<file path="src/rtl/delta_frame_reader.sv">
// delta_frame_reader: re-reads ring-buffer frames t-2,t-1,t+1,t+2 per coefficient and emits the delta cepstrum
// for each target frame once the writer has delivered frame t+2.
module delta_frame_reader #(
    parameter int FRAME_W  = 7,
    parameter int COEF_W   = 4,
    parameter int NUM_COEF = 13,
    parameter int DATA_W   = 16
) (
    input  logic                  clk,
    input  logic                  rst_n,
    input  logic                  start,
    input  logic [FRAME_W-1:0]    last_frame,
    input  logic                  wr_frame_done,
    output logic                  rd_en,
    output logic [COEF_W+2:0]     rd_addr,
    input  logic [DATA_W-1:0]     rd_data,
    output logic                  delta_valid,
    output logic [DATA_W+2:0]     delta_out,
    output logic [COEF_W-1:0]     delta_coef,
    output logic [FRAME_W-1:0]    delta_frame,
    output logic [FRAME_W-1:0]    oldest_needed,
    output logic                  busy,
    output logic                  done
);
    localparam int ACC_W = DATA_W + 3;
    typedef enum logic [2:0] {IDLE, WAIT, READ, DRAIN, DONE} state_t;
    state_t state;
    logic [FRAME_W:0]          wr_cnt;
    logic [FRAME_W-1:0]        t, last_q, f1, f2;
    logic [COEF_W-1:0]         k, k1, k2;
    logic [1:0]                p, p1, p2;
    logic                      v2;
    logic signed [ACC_W-1:0]   acc, d;
    logic [2:0]                slot;
    logic                      last_rd;
    logic [FRAME_W:0]          t_ext;
    assign d       = {{3{rd_data[DATA_W-1]}}, rd_data};
    assign t_ext   = {1'b0, t};
    // phase order p0..p3 reads frames t+2, t-2, t+1, t-1; offsets taken mod 8 for the ring slot
    assign slot    = t[2:0] + (p == 2'd0 ? 3'd2 : p == 2'd1 ? 3'd6 : p == 2'd2 ? 3'd1 : 3'd7);
    assign last_rd = (k == COEF_W'(NUM_COEF - 1)) && (p == 2'd3);
    always_ff @(posedge clk or negedge rst_n) begin
        if (!rst_n) begin
            state         <= IDLE;
            wr_cnt        <= '0;
            t             <= FRAME_W'(2);
            last_q        <= '0;
            k             <= '0;
            p             <= '0;
            k1            <= '0;
            k2            <= '0;
            p1            <= '0;
            p2            <= '0;
            f1            <= '0;
            f2            <= '0;
            v2            <= 1'b0;
            acc           <= '0;
            rd_en         <= 1'b0;
            rd_addr       <= '0;
            delta_valid   <= 1'b0;
            delta_out     <= '0;
            delta_coef    <= '0;
            delta_frame   <= '0;
            oldest_needed <= '0;
            busy          <= 1'b0;
            done          <= 1'b0;
        end else begin
            rd_en       <= 1'b0;
            v2          <= rd_en;
            p2          <= p1;
            k2          <= k1;
            f2          <= f1;
            delta_valid <= 1'b0;
            done        <= 1'b0;
            if (wr_frame_done && wr_cnt <= {1'b0, last_q})
                wr_cnt <= wr_cnt + 1'b1;
            if (v2) begin
                case (p2)
                    2'd0: acc <= d <<< 1;
                    2'd1: acc <= acc - (d <<< 1);
                    2'd2: acc <= acc + d;
                    default: begin
                        delta_out   <= acc - d;
                        delta_valid <= 1'b1;
                        delta_coef  <= k2;
                        delta_frame <= f2;
                    end
                endcase
            end
            // start overrides everything, including an utterance already in progress
            if (start) begin
                last_q        <= last_frame;
                t             <= FRAME_W'(2);
                wr_cnt        <= '0;
                busy          <= 1'b1;
                oldest_needed <= '0;
                v2            <= 1'b0;
                delta_valid   <= 1'b0;
                state         <= last_frame < FRAME_W'(4) ? DONE : WAIT;
            end else begin
                case (state)
                    IDLE: state <= IDLE;
                    WAIT: begin
                        if (wr_cnt >= t_ext + (FRAME_W+1)'(3)) begin
                            state <= READ;
                            k     <= '0;
                            p     <= '0;
                        end
                    end
                    READ: begin
                        rd_en   <= 1'b1;
                        rd_addr <= {slot, k};
                        p1      <= p;
                        k1      <= k;
                        f1      <= t;
                        p       <= p + 2'd1;
                        if (p == 2'd3)
                            k <= k + 1'b1;
                        if (last_rd) begin
                            if (t_ext + (FRAME_W+1)'(2) < {1'b0, last_q}) begin
                                state         <= WAIT;
                                t             <= t + 1'b1;
                                oldest_needed <= t - 1'b1;
                            end else
                                state <= DRAIN;
                        end
                    end
                    DRAIN: if (delta_valid) state <= DONE;
                    DONE: begin
                        busy  <= 1'b0;
                        done  <= 1'b1;
                        state <= IDLE;
                    end
                    default: state <= IDLE;
                endcase
            end
        end
    end
endmodule

</file>
<file path="config.mk">
export PLATFORM = sky130hd
export DESIGN_NAME = delta_frame_reader
export DESIGN_NICKNAME = d
export VERILOG_FILES = /design/src/rtl/delta_frame_reader.sv
export SDC_FILE = /design/constraint.sdc
export NUM_CORES = 1
export LEC_CHECK = 0
export ABC_CLOCK_PERIOD_IN_PS = 5400
export CAP_MARGIN = 40
export CORE_ASPECT_RATIO = 0.7
export CORE_MARGIN = 4
export CORE_UTILIZATION = 30
export CTS_BUF_LIST = sky130_fd_sc_hd__clkbuf_4 sky130_fd_sc_hd__clkbuf_8
export DETAILED_ROUTE_END_ITERATION = 8
export REMOVE_ABC_BUFFERS = 1
export SYNTH_ARGS = -nofsm -noshare
export SYNTH_HDL_FRONTEND = slang
export SYNTH_SLANG_ARGS = --single-unit
export TNS_END_PERCENT = 20
</file>
<file path="constraint.sdc">
create_clock -name clk -period 5.4 [get_ports clk]
set_input_delay 0.81 -clock clk [delete_from_list [all_inputs] [get_ports clk]]
set_output_delay 0.81 -clock clk [all_outputs]
set_load 0.02 [all_outputs]
</file>
## After elaboration in Yosys (flattened, before gate mapping)

Cells that the tools add are included.

| word-level totals | value |
|---|---|
| register bits after elaboration | 125 |
| input port bits | 27 |
| output and inout port bits | 48 |
| logic and storage cells | 110 |

| operators by class | value |
|---|---|
| add/sub/neg operators | 11 |
| $lt $le $gt $ge | 4 |
| equal/unequal tests | 15 |
| mux-type cells | 36 |
| bitwise logic cells | 2 |
| reduce and logical (&&, ||, !) cells | 19 |

Operators by type and width:

| kind | number |
|---|---|
| case mux 19 bit (3 select lines) | 1 |
| 2-to-1 mux 7 bit | 8 |
| 2-to-1 mux 3 bit | 8 |
| adder 19 x 16 -> 19 bit | 1 |
| subtractor 19 x 16 -> 19 bit | 1 |
| subtractor 19 x 17 -> 19 bit | 1 |
| adder 7 x 2 -> 8 bit, second input constant | 2 |
| 2-to-1 mux 8 bit | 2 |
| nonzero test 2 bit | 6 |
| 2-to-1 mux 1 bit | 10 |
| inequality test 3 bit, second input constant | 3 |
| case mux 3 bit (3 select lines) | 1 |
| AND reduction 3 bit | 3 |
| adder 8 x 1 -> 8 bit, second input constant | 1 |
| >= comparator 8 bit | 1 |
| less-or-equal comparator 8 x 7 -> 1 bit | 1 |
| < comparator 8 x 7 -> 1 bit | 1 |
| 2-to-1 mux 4 bit | 2 |
| case mux 4 bit (2 select lines) | 1 |
| adder 7 x 1 -> 7 bit, second input constant | 1 |
| < comparator 7 x 3 -> 1 bit, second input constant | 1 |
| subtractor 7 x 1 -> 7 bit, second input constant | 1 |
| equality test 2 bit, second input constant | 3 |
| equality test 3 x 2 -> 1 bit, second input constant | 2 |
| other kinds (17) | 25 |

## Longest topological paths before layout

Gate-level depths: netlist of the first run.

| logic depth | value |
|---|---|
| depth in word-level cells | 6 |
| depth in mapped cells | 14 |
| depth with buffers taken out | 14 |

## Worst setup path before layout of the first run

OpenSTA, ideal clock, no wires.

| path | value |
|---|---|
| kind | reg-to-reg |
| from | register t[1] |
| to | register k[3] |
| setup time | 0.095 ns |
| arrival time | 2.820 ns |
| data required time | 5.305 ns |
| slack | 2.485 ns |
| stages on the path, launching flop included | 14 |
| buffers on the path | 0 |
| period minus slack after synthesis | 2.915 ns |
| cells stage by stage | dfstp_2 > inv_1 > ha_1 > or3_1 > xor2_1 > ha_1 > nand2_1 > nor2_1 > a211oi_1 > o21ai_0 > o21ai_1 > a21o_1 > or2_2 > o31ai_1 |

| on the way | value |
|---|---|
| longest elaborated chain between the ends | 4 |

RTL lines:

| item | RTL line | source |
|---|---|---|
| from (decl) | 29 | `logic [FRAME_W-1:0] t, last_q, f1, f2;` |
| from (signal assigned) | 122 | `t <= t + 1'b1;` |
| adder 7 x 2 -> 8 bit | 104 | `if (wr_cnt >= t_ext + (FRAME_W+1)'(3)) begin` |
| >= comparator 8 bit | 104 |  |
| inequality test 2 bit (no source line) | n/a |  |
| AND reduction 4 bit (no source line) | n/a |  |
| to (signal assigned) | 118 | `k <= k + 1'b1;` |
| to (decl) | 30 | `logic [COEF_W-1:0] k, k1, k2;` |

No other way between the ends.
A chain may end at the register's enable or synchronous reset.

## Worst setup path after layout of the first run

Ends and elaborated chain as after synthesis.

==> qor.csv, run 1 <==
stage,metric,value,unit
status,outcome,"finished, final reports clean",
worst_hold_path,worstHoldPathType,input pin to asynchronous set/reset pin,
route,route.top_layer_used,met4,
route,met2_length,9430,um
die,fp.dieH,147,um
sta,setup_viol,0,
route,viasPerCell,4.99,
placement,buffer_ports.inserted,74,
clock_tree,cts-root-buf,sky130_fd_sc_hd__clkbuf_8,
route,drt-total-wl,22100,um
clock_tree,cts_post_setup_buffers_inserted,0,
sta,fin_worst_skew,0.00755,ns
route,drc,0,
yosys,synth-warning-count,0,
power_and_ir_drop,total_leakage_power,4.40,nW
yosys,part_of_the_yosys_area_used_for_sequential_elements,0.363,
global_routing,groute.usage.overall,0.150,
sta,worstMarginPinSlew,0.850,ns
sta,highest_clock_frequency_the_design_can_meet,298,MHz
yosys,synth-edff-count,0,
route,route.detailed.wl_per_inst,16.2,um
placement,routabilityCongestion,0.893,
worst_setup_path,setup.worst_path.start_class,register,
route,dr.first_iter.drc_count,377,
route,met3_routed_wirelength,1160,um
yosys,yosys_most_used_dff,sky130_fd_sc_hd__dfrtp_1,
sta,setup_repair_after_global_routing_missed_its_margin,no,
job,drv_cap,0,
placement,preCtsSetupSlack,1.67,ns
global_routing,grt_first_pass_wirelength,36100,um
die,dieWidth,207,um
clock_tree,cts_num_sinks,120,
sta,totalNegativeSetupSlack,0,ns
clock_tree,htreeDepth,4,
worst_setup_path,critPathArrivalTime,3.73,ns
yosys,synthCells,932,
clock_tree,insertion_delay,0.47,ns
route,detailroute.via_count,6813,
clock_tree,cts_buffers,17,
die,die_area,0.0304,sq mm
power_and_ir_drop,worst_ir_drop_vdd,0.172,mV
worst_setup_path,critPathCaptureType,register,
yosys,synth.cell_area,0.00828,sq mm
final_layout,most_frequent_cells_in_the_layout,"119 x sky130_fd_sc_hd__dfrtp_1, 115 x sky130_fd_sc_hd__nand2_1, 89 x sky130_fd_sc_hd__ha_1, 80 x sky130_fd_sc_hd__o21ai_0, 73 x sky130_fd_sc_hd__clkdlybuf4s50_1",
final_layout,layout.cells.most_common,sky130_fd_sc_hd__dfrtp_1,
sta,period_needed,3.36,ns
final_layout,drive_above_1_share,0.0730,
route,route.layer.met1.wl,11300,um
placement,place.detailed.hpwl,16300,um
clock_tree,clk_transition_reported_paths,0.08,ns
global_routing,overflow,0,
die,floorplan.rows,50,
clock_tree,cts_buffer_depth,2,
yosys,post_synth.cell_area_avg,8.89,sq um
clock_tree,cts-resized-gates,0,
route,antenna_violating_nets_post_route,0,
sta,timing.max_slew.rel_slack,0.433,
worst_setup_path,crit_type,register to register,
worst_setup_path,timing.critical_path.required,5.77,ns
worst_setup_path,crit_path_max_fanout,7,
final_layout,antennaDiodeCount,0,
final_layout,syn2layout_area_growth,17.7,%
clock_tree,hold_buffers,0,
yosys,yosys_register_bits,120,
power_and_ir_drop,power_per_cell_area,433,mW/mm^2
global_routing,first_global_vias,6578,
final_layout,design.final.nets,1107,
global_routing,grt_antenna_before_repair,0,
sta,finalHoldViolCount,0,
die,initial_core_utilization,0.307,
global_routing,grt_start_max_net_pins,46,
route,drt-pass1-iter-count,7,
sta,postLayoutSetupSlackWorst,2.04,ns
die,fp.coreArea,0.0270,sq mm
yosys,synth.lib_cells_used.distinct,77,
yosys,proportion_of_synthesized_flip_flops_having_asynchronous_set_or_reset,1.00,
sta,final.period_utilization,0.621,
final_layout,num-fill-cells,2762,
die,ioPinCount,75,
clock_tree,cts_tree,yes,
sta,final_max_slew_viols,0,
[final timing paths]
path / cells past startpoint / startpoint / to / slack, ns
min reg2reg: 0 / f1[6]$_DFFE_PN0P_ / f2[6]$_DFF_PN0_ / 0.38
max reg2reg: 11 / t[1]$_DFFE_PN1P_ / k[3]$_DFFE_PN0P_ / 2.04
max in group asynchronous: 2 / rst_n / acc[3]$_DFFE_PN0P_ / 4.02
min: 1 / rst_n / delta_coef[0]$_DFFE_PN0P_ / 0.33
max: 11 / t[1]$_DFFE_PN1P_ / k[3]$_DFFE_PN0P_ / 2.04
min in group clk: 0 / f1[6]$_DFFE_PN0P_ / f2[6]$_DFF_PN0_ / 0.38
[logic make-up (layout without fill, tap and decap cells)]
logic type,after synthesis,after routing,synth area share
flops,120,120,0.363
fa+ha+maj,93,93,0.144
compound gates,247,247,0.190
mux,16,16,0.0213
xor+xnor,65,65,0.0687
buf+inv,103,171,0.0518
simple gates,288,288,0.161
[area by class of cell]
class                   count  area, sq um  share of cell area
well taps                 364          455              0.0467
clock inverters            14          164              0.0168
repair buffers             80          803              0.0824
inverters                  59          221              0.0227
multi-input cells         709         4850               0.498
flip-flops and latches    120         3000               0.308
clock buffers              18          248              0.0254
[state kept, by name (all words and copies together), names as in the netlist, 2 cells and up]
register	flops
last_q	7
t	6
delta_coef	4
state	3
oldest_needed	7
rd_addr	7
delta_frame	7
p2	2
k2	4
p	2
p1	2
f2	7
wr_cnt	8
k	4
acc	19
delta_out	19
f1	7
[synth_stat cells (17+ instances only)]
cell | n | share of area
sky130_fd_sc_hd__a21oi_1 | 54 | 0.033
sky130_fd_sc_hd__clkbuf_1 | 28 | 0.013
sky130_fd_sc_hd__dfrtp_1 | 119 | 0.36
sky130_fd_sc_hd__ha_1 | 89 | 0.13
sky130_fd_sc_hd__inv_1 | 58 | 0.026
sky130_fd_sc_hd__nand2_1 | 116 | 0.053
sky130_fd_sc_hd__nand2b_1 | 17 | 0.013
sky130_fd_sc_hd__nand3_1 | 23 | 0.014
sky130_fd_sc_hd__nor2_1 | 69 | 0.031
sky130_fd_sc_hd__o21ai_0 | 80 | 0.048
sky130_fd_sc_hd__xnor2_1 | 45 | 0.048
sky130_fd_sc_hd__xor2_1 | 20 | 0.021
[where the power goes]
group          internal, W  total, W  switching, W
logic             0.000867   0.00217       0.00130
clock network     0.000435  0.000872      0.000437
registers          0.00104   0.00119      0.000148
total              0.00234   0.00422       0.00189
[per-stage QoR]
step	power, W	instance area (sq um)	util	hold slack, ns	std cells
final	0.00422	9750	0.362	0.331	1364
after floorplan	0.00274	8080	-	0.354	888
after global routing	0.00456	9750	0.362	0.338	1364
after CTS	0.00423	9750	0.362	0.330	1364
after detailed placement	0.00333	9340	0.346	0.365	1332
after global placement	0.00331	9310	0.345	0.362	1331
[per-layer routing]
layer / vias to the layer above / track usage
li1: 3366 / -
met1: 3256 / 0.225
met2: 175 / 0.216
met3: 16 / 0.0366
met4: 0 / 0.0339
met5: - / 0
[critical path, stage by stage (launching register included)]
cell and delay [ns]:
sky130_fd_sc_hd__dfstp_2 0.61, sky130_fd_sc_hd__inv_1 0.15, sky130_fd_sc_hd__ha_1 0.26, sky130_fd_sc_hd__or3_1 0.40
sky130_fd_sc_hd__xor2_1 0.17, sky130_fd_sc_hd__ha_1 0.33, sky130_fd_sc_hd__nand4_1 0.09, sky130_fd_sc_hd__o21ai_0 0.28
sky130_fd_sc_hd__o21ai_1 0.19, sky130_fd_sc_hd__a21o_1 0.25, sky130_fd_sc_hd__or2_2 0.32, sky130_fd_sc_hd__o31ai_1 0.19
Note: power is estimated with default switching activity, not from simulation.
==> run 2, diff against run 1 <==
--- a/config.mk
+++ b/config.mk
@@ -5,7 +5,7 @@
 export SDC_FILE = /design/constraint.sdc
 export NUM_CORES = 1
 export LEC_CHECK = 0
-export ABC_CLOCK_PERIOD_IN_PS = 5400
+export ABC_CLOCK_PERIOD_IN_PS = 3200
 export CAP_MARGIN = 40
 export CORE_ASPECT_RATIO = 0.7
 export CORE_MARGIN = 4
==> constraint.sdc (replaced) <==
create_clock -name clk -period 3.2 [get_ports clk]
set_input_delay 0.48 -clock clk [delete_from_list [all_inputs] [get_ports clk]]
set_output_delay 0.48 -clock clk [all_outputs]
set_load 0.02 [all_outputs]
==> run 2 against run 1 <==
  * Power is 80% higher
  * Critical path depth is 2 higher
  * First-iteration DRC count is 22% higher
  * Final area is 4.8% higher
  * Count of clock-buffer cells in the layout is 5 higher
  * Register-to-register slack worse by 1.8 ns
  * Fmax is 14% higher
  * Wire length is 3.6% higher
  * Die area stayed put
  * Clock power is 80% higher
  * Critical endpoint unchanged
==> qor.csv, run 2 (synthesized netlist as in run 1, its figures left out) <==
stage,metric,value,unit,change
status,outcome,"finished, final reports clean",,
sta,period_needed,2.93,ns,-0.425 ns
route,drc,0,,unchanged
global_routing,grt_start_max_net_pins,89,,+93%
worst_setup_path,r2r-start,t[1]$_DFFE_PN1P_,,
placement,place.detailed.hpwl,17200,um,+5.1%
global_routing,grt_antenna_before_repair,0,,unchanged
clock_tree,cts-root-buf,sky130_fd_sc_hd__clkbuf_8,,
placement,buffer_ports.inserted,74,,unchanged
power_and_ir_drop,total_leakage_power,4.69,nW,+6.6%
final_layout,antennaDiodeCount,0,,unchanged
sta,final_max_slew_viols,0,,unchanged
final_layout,layout.cells.most_common,sky130_fd_sc_hd__dfrtp_1,,
placement,preCtsSetupSlack,-0.0475,ns,-1.71 ns
placement,dp_cell_count,1387,,+4.1%
die,fp.coreArea,0.0270,sq mm,unchanged
placement,routabilityCongestion,0.888,,-0.55%
die,die_area,0.0304,sq mm,unchanged
worst_hold_path,hold_path.startpoint,f1[3]$_DFFE_PN0P_,,
route,dr.first_iter.drc_count,460,,+22%
route,detailroute.via_count,7057,,+3.6%
global_routing,gr-usage-met3,0.0397,,+0.00309
worst_setup_path,cpMostUsedCell,sky130_fd_sc_hd__ha_1,,
power_and_ir_drop,worst_ir_drop_vdd,0.377,mV,+120%
worst_setup_path,critPathArrivalTime,3.28,ns,-0.45 ns
final_layout,num-fill-cells,2740,,-0.80%
sta,timing.max_slew.rel_slack,0.518,,+0.0851
sta,final.period_utilization,0.916,,+0.294
sta,highest_clock_frequency_the_design_can_meet,341,MHz,+14%
clock_tree,cts_tree,yes,,
job,drv_cap,0,,unchanged
final_layout,drive_above_1_share,0.126,,+0.0526
die,fp.dieH,147,um,unchanged
worst_setup_path,critPathCaptureType,register,,
worst_setup_path,slowest_stage,sky130_fd_sc_hd__dfstp_2,,
sta,totalNegativeSetupSlack,0,ns,unchanged
global_routing,grt_first_pass_wirelength,37500,um,+3.8%
worst_setup_path,critical_path.cell_chain,"inv_1, ha_1, or3_1, xor2_1, ha_1, nand2_1, nor2_1, a211oi_1, o21ai_1, o21ai_2, a21o_1, or2_2, o31ai_1",,
worst_setup_path,crit_path_max_fanout,5,,-2
route,drt-total-wl,22900,um,+3.6%
power_and_ir_drop,power_per_cell_area,744,mW/mm^2,+72%
die,dieWidth,207,um,unchanged
global_routing,gr-usage-met1,0.232,,+0.00685
global_routing,first_global_vias,7000,,+6.4%
worst_setup_path,cp_num_buf_inv,1,,unchanged
global_routing,globalRoute.busiestLayer,met1,,
global_routing,groute.usage.overall,0.155,,+0.00530
clock_tree,insertion_delay,0.46,ns,about the same
global_routing,gr-usage-met2,0.226,,+0.0102
worst_setup_path,crit_family,simple AND/OR/NAND/NOR gates,,
sta,setup_viol,0,,unchanged
worst_hold_path,worstHoldPathType,register to register,,
worst_setup_path,timing.critical_path.required,3.55,ns,-2.22 ns
final_layout,multi_input_comb_area,0.00486,sq mm,about the same
sta,fin_worst_skew,0.0167,ns,+0.00911 ns
final_layout,biggestRegsByFlops,"acc x19, delta_out x19, wr_cnt x8",,
die,floorplan.rows,50,,unchanged
die,ioPinCount,75,,unchanged
clock_tree,cts_buffers,17,,unchanged
worst_setup_path,crit_start,t[1]$_DFFE_PN1P_,,
clock_tree,cts_buffer_depth,2,,unchanged
clock_tree,clk_transition_reported_paths,0.08,ns,about the same
final_layout,most_frequent_cells_in_the_layout,"119 x sky130_fd_sc_hd__dfrtp_1, 115 x sky130_fd_sc_hd__nand2_1, 89 x sky130_fd_sc_hd__ha_1, 79 x sky130_fd_sc_hd__o21ai_0, 73 x sky130_fd_sc_hd__clkdlybuf4s50_1",,
route,drt-pass1-iter-count,5,,-2
final_layout,sequential_cell_area,0.00300,sq mm,unchanged
route,route.detailed.wl_per_inst,16.1,um,-0.70%
clock_tree,cts_num_sinks,120,,unchanged
die,initial_core_utilization,0.307,,unchanged
final_layout,final_cells,1423,,+4.3%
worst_setup_path,setup.worst_path.start_class,register,,
route,antenna_violating_nets_post_route,0,,unchanged
global_routing,overflow,0,,unchanged
final_layout,syn2layout_area_growth,23.3,%,
sta,finalHoldViolCount,0,,unchanged
worst_setup_path,biggest_cell_delay_along_the_critical_path,0.53,ns,-0.08 ns
sta,worstMarginPinSlew,0.720,ns,-0.130 ns
worst_setup_path,crit_type,register to register,,
sta,setup_repair_after_global_routing_missed_its_margin,no,,
final_layout,design.final.nets,1166,,+5.3%
sta,postLayoutSetupSlackWorst,0.269,ns,-1.78 ns
clock_tree,htreeDepth,4,,unchanged
route,viasPerCell,4.96,,-0.71%
[run 2: cell count changes in the layout (fill, tap and decap cells not counted), moves of 2 or more]
cell / previous run / this run
sky130_fd_sc_hd__buf_4: 6 / 64
sky130_fd_sc_hd__clkbuf_4: 0 / 3
sky130_fd_sc_hd__clkbuf_8: 18 / 20
sky130_fd_sc_hd__inv_6: 4 / 2
sky130_fd_sc_hd__inv_8: 2 / 0
[run 2: area by class of cell]
| class | instances | area share |
|---|---|---|
| inverter | 59 | 0.0217 |
| sequential | 120 | 0.294 |
| timing repair buffer | 139 | 0.121 |
| multi-input combinational | 709 | 0.475 |
| tap | 364 | 0.0446 |
| clock inverter | 9 | 0.0137 |
| clock buffer | 23 | 0.0291 |
[run 2: timing repair]
item                       in CTS  in global routing
setup endpoints to repair       0                 10
buffers inserted                0                  3
hold endpoints to repair       32                  0
gates resized for setup         0                  3
hold buffers                    1                  0
[run 2: metrics by stage]
stage | total power [W] | utilization | hold WS (ns) | area [sq um]
5_1_grt | 0.00820 | 0.379 | 0.392 | 10200
4_1_cts | 0.00760 | 0.378 | 0.377 | 10200
6_report | 0.00760 | 0.379 | 0.362 | 10200
2_1_floorplan | 0.00463 | - | 0.184 | 8080
3_3_place_gp | 0.00596 | 0.361 | 0.361 | 9740
3_5_place_dp | 0.00598 | 0.361 | 0.363 | 9740
[run 2: worst reg2reg max path, delay by kind of cell (launching register included)]
family	cells	cell delay (ns)
simple gates	4	0.84
xor+xnor	1	0.17
flops	1	0.53
fa+ha+maj	2	0.54
buf+inv	1	0.09
compound gates	5	0.67
[run 2: power by group]
| group | internal (W) | switching [W] |
|---|---|---|
| Sequential | 0.00175 | 0.000260 |
| Clock | 0.000867 | 0.000702 |
| Combinational | 0.00175 | 0.00227 |
| Total | 0.00437 | 0.00323 |
[run 2: final timing paths]
check                                    to  slack [ns]  depth (start not counted)
setup / recovery           k[3]$_DFFE_PN0P_        0.27                         13
hold / removal              f2[3]$_DFF_PN0_        0.36                          0
setup reg to reg           k[3]$_DFFE_PN0P_        0.27                         13
hold reg to reg             f2[3]$_DFF_PN0_        0.36                          0
max in group asynchronous  t[5]$_DFFE_PN0P_        1.83                          3
min in group asynchronous   k2[1]$_DFF_PN0_        0.50                          2
[run 2: per-layer routing]
metal	part of all wire	up-vias
li1	-	3475
met4	0.0069	0
met3	0.068	15
met1	0.49	3345
met5	0	-
met2	0.43	222
==> patch (config.mk and constraints of run 2) <==
Add an input register stage for `start`, `last_frame`, `wr_frame_done` and `rd_data`, with the module's reset; this delays them by one clock.
--- a/src/rtl/delta_frame_reader.sv
+++ b/src/rtl/delta_frame_reader.sv
@@ -24,6 +24,26 @@
 );
     localparam int ACC_W = DATA_W + 3;
     typedef enum logic [2:0] {IDLE, WAIT, READ, DRAIN, DONE} state_t;
+
+    logic start_q;
+    logic [FRAME_W-1:0] last_frame_q;
+    logic wr_frame_done_q;
+    logic [DATA_W-1:0] rd_data_q;
+
+    always_ff @(posedge clk or negedge rst_n) begin
+        if (!rst_n) begin
+            start_q         <= '0;
+            last_frame_q    <= '0;
+            wr_frame_done_q <= '0;
+            rd_data_q       <= '0;
+        end else begin
+            start_q         <= start;
+            last_frame_q    <= last_frame;
+            wr_frame_done_q <= wr_frame_done;
+            rd_data_q       <= rd_data;
+        end
+    end
+
     state_t state;
     logic [FRAME_W:0]          wr_cnt;
     logic [FRAME_W-1:0]        t, last_q, f1, f2;
@@ -34,7 +54,7 @@
     logic [2:0]                slot;
     logic                      last_rd;
     logic [FRAME_W:0]          t_ext;
-    assign d       = {{3{rd_data[DATA_W-1]}}, rd_data};
+    assign d       = {{3{rd_data_q[DATA_W-1]}}, rd_data_q};
     assign t_ext   = {1'b0, t};
     // phase order p0..p3 reads frames t+2, t-2, t+1, t-1; offsets taken mod 8 for the ring slot
     assign slot    = t[2:0] + (p == 2'd0 ? 3'd2 : p == 2'd1 ? 3'd6 : p == 2'd2 ? 3'd1 : 3'd7);
@@ -72,7 +92,7 @@
             f2          <= f1;
             delta_valid <= 1'b0;
             done        <= 1'b0;
-            if (wr_frame_done && wr_cnt <= {1'b0, last_q})
+            if (wr_frame_done_q && wr_cnt <= {1'b0, last_q})
                 wr_cnt <= wr_cnt + 1'b1;
             if (v2) begin
                 case (p2)
@@ -88,15 +108,15 @@
                 endcase
             end
             // start overrides everything, including an utterance already in progress
-            if (start) begin
-                last_q        <= last_frame;
+            if (start_q) begin
+                last_q        <= last_frame_q;
                 t             <= FRAME_W'(2);
                 wr_cnt        <= '0;
                 busy          <= 1'b1;
                 oldest_needed <= '0;
                 v2            <= 1'b0;
                 delta_valid   <= 1'b0;
-                state         <= last_frame < FRAME_W'(4) ? DONE : WAIT;
+                state         <= last_frame_q < FRAME_W'(4) ? DONE : WAIT;
             end else begin
                 case (state)
                     IDLE: state <= IDLE;
Behaviour: not the same (Yosys sat finds a counterexample within 4 cycles, from zero or initial values and one cycle with rst_n low).
==> patch against run 2 <==
The flow now finishes with violations (negative hold slack); global-route usage shrank 1.4 points; setup slack lost 0.097 ns; critical path type unchanged; sequential cell count increased by 25; sequential share of layout area is 5.1 points higher; wire length down 3.6%; combinational power fell by 24%; power fell by 11%; design area up 2.9%; critical endpoint is now acc[15]; sequential power up 14%; die area is 6.5% higher; clock power decreased by 10%; critical path depth decreased by 1; largest power group unchanged; area after synthesis rose by 6.8%.
==> patch: results (changes against run 2) <==
| Metric | Value |
|---|---|
| Dpl cell area | `10100 sq um (was 9740 sq um)` |
| Final Wtd Congestion | `0.864 (was 0.888)` |
| Slowest-stage cell, CP | `dfrtp_1 (was dfstp_2)` |
| Count of nets after finishing | `1130 (was 1166)` |
| Final clock-cell share | `3.51% (was 4.29%)` |
| Clk_lat worst skew | `0.49 ns (was 0.46 ns)` |
| Non-filler cells, final | `1402 (was 1423)` |
| GRT Util Overall | `14.1% (was 15.5%)` |
| Outcome | `finished, violations left (was finished, final reports clean)` |
| Avg Inst Size Synth | `9.47 sq um (was 8.89 sq um)` |
| Signal buffers | `103 (was 139)` |
| Internal Power | `3.96 mW (was 4.37 mW)` |
| Fraction of area in registers | `34.5% (was 29.4%)` |
| CTS Sinks | `145 (was 120)` |
| Drt initial violations | `431 (was 460)` |
| Synth cell count leaders | `dfrtp_1, nand2_1, ha_1 (unchanged)` |
| Crit-path max FO | `4 (was 5)` |
| Final Hold Violating Endpoints | `1 (was 0)` |
| Multi-In Gates | `680 (was 709)` |
| Fillers | `2913 (was 2740)` |
| Worst slack, placed | `0.120 ns (was -0.0475 ns)` |
| Violations in the final reports | `negative hold slack` |
| Worst hold slack | `-0.00583 ns (was 0.362 ns)` |
| Clock skew | `0.0146 ns (was 0.0167 ns)` |
| Clkbuf count | `20 (was 23)` |
| Vias per cell | `4.87 (was 4.96)` |
| Multi-input gate area | `4800 sq um (was 4860 sq um)` |
patch: changes by cell type in the layout (fill, tap and decap cells not counted), moves of 5 or more:
cell / delta
nand2_1: -22
a21o_1: +6
nor4_1: +5
o211ai_1: -6
a31oi_1: -5
o21ai_1: -5
inv_1: +5
dfrtp_1: +24
o31ai_1: +5
o21ai_0: -27
buf_4: -38
patch: layer usage:
| layer | GRT usage (%) | vias up | routed length, um |
|---|---|---|---|
| met2 | 20.9 | 118 | 9460 |
| met3 | 3.40 | 10 | 867 |
| li1 | - | 3418 | - |
| met5 | 0 | - | 0 |
| met1 | 21.0 | 3280 | 11600 |
| met4 | 2.81 | 0 | 149 |
patch: critical path: cells and delay by family (launching register included):
family	cells	cell delay, ns
compound gates	7	1.46
xor+xnor	1	0.16
fa+ha+maj	2	0.62
buf+inv	2	0.22
flops	1	0.44
patch: path summary, 6_finish.rpt:
check	start	slack (ns)	endpoint	cells past startpoint
worst min-delay path	rst_n	-0.006	rd_data_q[6]	1
worst max-delay path	acc[1]	0.17	acc[15]	12
worst max register to register	acc[1]	0.17	acc[15]	12
min in group clk	p1[1]	0.38	p2[1]	0
worst min register to register	p1[1]	0.38	p2[1]	0
max in group asynchronous	rst_n	2.43	wr_cnt[5]	2
patch: cell families after synthesis:
family                     after synthesis  share of synthesized area [%]
and+or+nand+nor                        279                           14.8
AOI/OAI and AO/OA                      229                           17.7
DFF                                    145                           41.0
buffers and inverters                  109                           4.78
adders and majority gates               92                           13.4
xor gates and xnor gates                62                           6.14
muxes                                   18                           2.22
patch: what timing repair did:
action | in CTS | in global routing
endpoints found under the setup margin | 0 | 13
hold endpoints to repair | 0 | 0
buffers inserted | 0 | 2
resized for setup | 0 | 5
